File: config.mk
export PLATFORM = sky130hd
export DESIGN_NAME = lsunit
export DESIGN_NICKNAME = d
export VERILOG_FILES = /design/src/rtl/lsunit.sv
export SDC_FILE = /design/constraint.sdc
export NUM_CORES = 1
export LEC_CHECK = 0
export ABC_AREA = 1
export CELL_PAD_IN_SITES_DETAIL_PLACEMENT = 1
export CELL_PAD_IN_SITES_GLOBAL_PLACEMENT = 1
export CORE_ASPECT_RATIO = 2
export CORE_MARGIN = 2
export CORE_UTILIZATION = 25
export CTS_CLUSTER_DIAMETER = 80
export CTS_CLUSTER_SIZE = 14
export DETAILED_ROUTE_END_ITERATION = 8
export PLACE_DENSITY_LB_ADDON = 0.3
export SLEW_MARGIN = 25
export SYNTH_ARGS = -nofsm -noshare
export SYNTH_HDL_FRONTEND = slang
export SYNTH_SLANG_ARGS = --single-unit
File: constraint.sdc
create_clock -name clk -period 1.25 [get_ports clk]
set_clock_uncertainty 0.2 [all_clocks]
set_input_delay 0.125 -clock clk [delete_from_list [all_inputs] [get_ports clk]]
set_output_delay 0.125 -clock clk [all_outputs]
set_load 0.05 [all_outputs]
File: src/rtl/lsunit.sv
// rtl/lsunit.sv - load/store execution unit: issue accept, data-memory access, CDB publish.
// Optional misaligned-access detection is enabled by defining LSUNIT_ALIGN_CHECK_EN.
`ifndef ISSUELS_FUNC_SW
`define ISSUELS_FUNC_SW 1'b1
`endif

module lsunit (
  input  logic        clk,
  input  logic        reset,
  input  logic        issuels_opcode,
  input  logic [5:0]  issuels_rttag,
  input  logic [31:0] issuels_addr,
  input  logic [31:0] issuels_data,
  input  logic        issuels_ready,
  output logic        issuels_done,
  output logic        dmem_req,
  output logic        dmem_we,
  output logic [31:0] dmem_addr,
  output logic [31:0] dmem_wdata,
  input  logic        dmem_ack,
  input  logic [31:0] dmem_rdata,
  output logic        lsu_cdb_req,
  output logic [5:0]  lsu_cdb_tag,
  output logic [31:0] lsu_cdb_data,
  input  logic        lsu_cdb_grant,
  output logic        lsu_exc
);

  typedef enum logic [1:0] {S_IDLE, S_MEM, S_CDB} state_t;

  state_t      state_q, state_d;
  logic        we_q, we_d;
  logic [5:0]  tag_q, tag_d;
  logic [31:0] addr_q, addr_d;
  logic [31:0] wdata_q, wdata_d;
  logic [31:0] rdata_q, rdata_d;
  logic        is_store;

  assign is_store = (issuels_opcode == `ISSUELS_FUNC_SW);

`ifdef LSUNIT_ALIGN_CHECK_EN
  logic exc_q, exc_d;
  logic misaligned;
  assign misaligned = (issuels_addr[1:0] != 2'b00);
  assign lsu_exc    = exc_q;
`else
  assign lsu_exc    = 1'b0;
`endif

  always_comb begin
    state_d      = state_q;
    we_d         = we_q;
    tag_d        = tag_q;
    addr_d       = addr_q;
    wdata_d      = wdata_q;
    rdata_d      = rdata_q;
    issuels_done = 1'b0;
`ifdef LSUNIT_ALIGN_CHECK_EN
    exc_d        = 1'b0;
`endif
    case (state_q)
      S_IDLE: begin
        issuels_done = issuels_ready & ~reset;
        if (issuels_done) begin
          // Only the operand relevant to the opcode is captured, so the unused one cannot leak out.
          we_d    = is_store;
          addr_d  = issuels_addr;
          state_d = S_MEM;
          if (is_store) wdata_d = issuels_data;
          else          tag_d   = issuels_rttag;
`ifdef LSUNIT_ALIGN_CHECK_EN
          if (misaligned) begin
            exc_d   = 1'b1;
            state_d = is_store ? S_IDLE : S_CDB;
            if (!is_store) rdata_d = 32'h0;
          end
`endif
        end
      end
      S_MEM: begin
        if (dmem_ack) begin
          if (we_q) begin
            state_d = S_IDLE;
          end else begin
            rdata_d = dmem_rdata;
            state_d = S_CDB;
          end
        end
      end
      S_CDB: begin
`ifdef LSUNIT_ALIGN_CHECK_EN
        exc_d = exc_q & ~lsu_cdb_grant;
`endif
        if (lsu_cdb_grant) state_d = S_IDLE;
      end
      default: state_d = S_IDLE;
    endcase
  end

  always_ff @(posedge clk) begin
    if (reset) begin
      state_q <= S_IDLE;
      we_q    <= 1'b0;
      tag_q   <= 6'h0;
      addr_q  <= 32'h0;
      wdata_q <= 32'h0;
      rdata_q <= 32'h0;
`ifdef LSUNIT_ALIGN_CHECK_EN
      exc_q   <= 1'b0;
`endif
    end else begin
      state_q <= state_d;
      we_q    <= we_d;
      tag_q   <= tag_d;
      addr_q  <= addr_d;
      wdata_q <= wdata_d;
      rdata_q <= rdata_d;
`ifdef LSUNIT_ALIGN_CHECK_EN
      exc_q   <= exc_d;
`endif
    end
  end

  // Write strobe and data are qualified by MEM so they read 0 whenever no store is in flight.
  assign dmem_req     = (state_q == S_MEM);
  assign dmem_we      = dmem_req & we_q;
  assign dmem_addr    = addr_q;
  assign dmem_wdata   = dmem_we ? wdata_q : 32'h0;
  assign lsu_cdb_req  = (state_q == S_CDB);
  assign lsu_cdb_tag  = tag_q;
  assign lsu_cdb_data = rdata_q;

endmodule

==> flow_metrics.tcl <==
set metrics [dict create \
    status "finished, violations left" \
    gp_congestion 0.7356 \
    yosysSeqAreaShare_pct 45.38 \
    min_path_cells 3 \
    hpwlAfterDp_um 12730 \
    period_share_pct 140.1 \
    worstReg2RegStart "state_q[1]$_SDFFE_PP0P_" \
    synth-seq-cells 105 \
    multi_input_area_um2 2162 \
    drt_iter0_drc 129 \
    pre_cts_ws_ns -0.6601 \
    routed_wl_um 17470 \
    power_density_nw_per_um2 1025 \
    tns_ns -39.79 \
    grt_max_degree 45 \
    numCtsBuffers 9 \
    hold_start "issuels_addr[3]" \
    cp.required_ns 0.93 \
    worst_r2r_path_depth 9 \
    core.rowCount 70 \
    syn_to_final_growth_pct 98.68 \
    yosysTopAreaCell "dfxtp_1" \
    final_layout_size_suffix_gt1_share_pct 26.26 \
    antenna_found_initial 1 \
    synth_nets 804 \
    ir_worst_vdd_v 0.0007201 \
    hold_end "dmem_addr[3]$_SDFFE_PP0P_" \
    whs_ns 0.1100 \
    placed_cell_area_um2 8448 \
    grt_util_met1_pct 17.75 \
    worstPathMaxFanout 16 \
    arrival_ns 1.43 \
    hold_viol_final 0 \
    grt-busiest-layer "met2" \
    yosysTopAreaCellShare_pct 45.38 \
    fp.dieW_um 100.3 \
    drv_slew 0 \
    path_clk_slew_ns 0.07 \
    synth_fa_ha_area_share_pct 0 \
    nNetsFinal 1033 \
    grt_use_total_pct 17.89 \
    grt_util_met2_pct 35.72 \
    setup_viol 141 \
    clockRootBuffer "clkbuf_16" \
    cp-start-kind "flop" \
    path_class "reg2out" \
    yosys-mux-area-fraction_pct 0 \
    yosysUniqueCellTypes 18 \
    ff2ff_setup_slack_ns -0.39 \
    fillCellCount 2095 \
    grt_setup_unrepaired "yes" \
    cts_buffer_depth 2 \
    setup_slack_ns -0.5007 \
    die_h_um 196.5 \
    wl_per_cell_um 15.25 \
    synth_top_family_by_area "simple AND/OR/NAND/NOR gates" \
    hold_class "in2reg" \
    critPathCaptureType "primary output" \
    grt_pass1_vias 5308 \
    io_pins 215 \
    final-seq-area_um2 2128 \
    ys_top_cells_by_area "dfxtp_1, nor2_1, nand2_1, nand4_1, inv_1" \
    synth_compound_area_share_pct 0.2161 \
    final_area_um2 9203 \
    io_buffers 213 \
    violations "setup timing" \
    grt_overflow 0 \
    cts_tree "built" \
    fin_crit_ns 1.751 \
    yosys.area_share.xor_xnor_pct 0 \
    viasPerCell 4.497 \
    max_freq_mhz 571.2 \
    cap_violations 0 \
    drc 0 \
    reg2reg_to "wdata_q[3]$_SDFFE_PP0P_" \
    grt_first_pass_wirelength_um 27660 \
    synthesis.area_um2 4632 \
    yosys_warnings 0 \
    p_leak_nw 3.974 \
    drt.antenna.violating_nets 0 \
    syn_avg_cell_area_um2 6.655 \
    dieArea_um2 19700 \
    core_um2 18220 \
    synthSimpleGateAreaFrac_pct 40.11 \
    syn_inst 696 \
    cts_sinks 105 \
    drtPass1Iterations 4 \
    htree_levels 3 \
    grt_use_met3_pct 3.972 \
    start_util_pct 25.43 \
    clk_latency_ns 0.34 \
    num_vias 5154 \
]
## per-layer routing
metal  vias up  part of all wire, %
met3        12                  5.0
met4         0                  1.6
li1       2574                    -
met1      2440                   34
met2       128                   59
met5         -                    0
## worst max-delay path by stage
stage / slack (ns) / cells past startpoint / from / to
after floorplan: -0.24 / 5 / state_q[0]$_SDFFE_PP0P_ / dmem_wdata[10]
after global placement: -0.58 / 5 / issuels_ready / wdata_q[3]$_SDFFE_PP0P_
after detailed placement: -0.66 / 5 / issuels_ready / wdata_q[3]$_SDFFE_PP0P_
after CTS: -0.54 / 6 / state_q[0]$_SDFFE_PP0P_ / dmem_wdata[10]
after global routing: -0.57 / 6 / state_q[0]$_SDFFE_PP0P_ / dmem_wdata[22]
final: -0.50 / 6 / state_q[0]$_SDFFE_PP0P_ / dmem_wdata[22]
## critical path, cell delays in order (launching register included)
cell and delay (ns):
dfxtp_4 0.37, inv_2 0.05, nor2_4 0.10, nand2_4 0.08
buf_12 0.18, nor2_4 0.14, buf_12 0.14
## power breakdown
| part | leakage [nW] | total [W] | internal (W) | switching (W) |
|---|---|---|---|---|
| clock | 0.144 | 0.00273 | 0.00150 | 0.00124 |
| sequential | 0.867 | 0.00380 | 0.00358 | 0.000214 |
| combinational | 2.96 | 0.00290 | 0.00144 | 0.00146 |
## through the flow
stage	util (%)	power [W]	cells
after floorplan	-	0.005117	696
after global placement	46.37	0.006525	1110
after detailed placement	46.37	0.006563	1110
after CTS	49.70	0.009489	1141
after global routing	50.52	0.009863	1146
final	50.52	0.009428	1146
## placed cells by master (no fill, tap or decap), drive strengths merged
cell	count
nand4	70
clkbuf	15
clkinv	5
inv	110
nor2	182
clkdlybuf4s50	107
buf	155
nand3	37
bufbuf	1
clkinvlp	1
dfxtp	105
conb	1
nand2	138
o21ai	1
a21oi	1
diode	1
## final cells by class
class | count | area share (%)
Clock inverter | 3 | 0.1632
Tap cell | 216 | 2.937
Multi-Input combinational cell | 430 | 23.49
Clock buffer | 12 | 2.896
Antenna cell | 1 | 0.02719
Inverter | 113 | 4.691
Timing Repair Buffer | 266 | 42.66
Sequential cell | 105 | 23.13
## cell usage after synthesis
cell type	instances
inv_2	5
dfxtp_1	105
a21oi_1	1
buf_2	22
nor2_1	175
o21ai_0	1
nand4_1	70
nand2_1	137
inv_1	107
nor2_2	2
nor2_4	4
buf_4	6
conb_1	1
nand2_2	1
buf_1	10
nand3_1	37
clkbuf_1	11
clkinv_1	1
## flip-flops by register name (all words and copies together), names as in the netlist
register	cells
wdata_q	32
state_q	2
lsu_cdb_tag	6
lsu_cdb_data	32
we_q	1
dmem_addr	32
## logic make-up after synthesis
logic type      after synthesis
simple gates                426
other cells                   1
flops                       105
buf+inv                     162
compound gates                2
## what timing repair did
action / in CTS / in global routing
cloned: 3 / 3
endpoints found under the setup margin: 143 / 156
pin swaps: 3 / 4
hold buffers: 0 / 0
resized for setup: 36 / 27
buffers inserted: 13 / 1
Power figures use the tool's default switching activity.
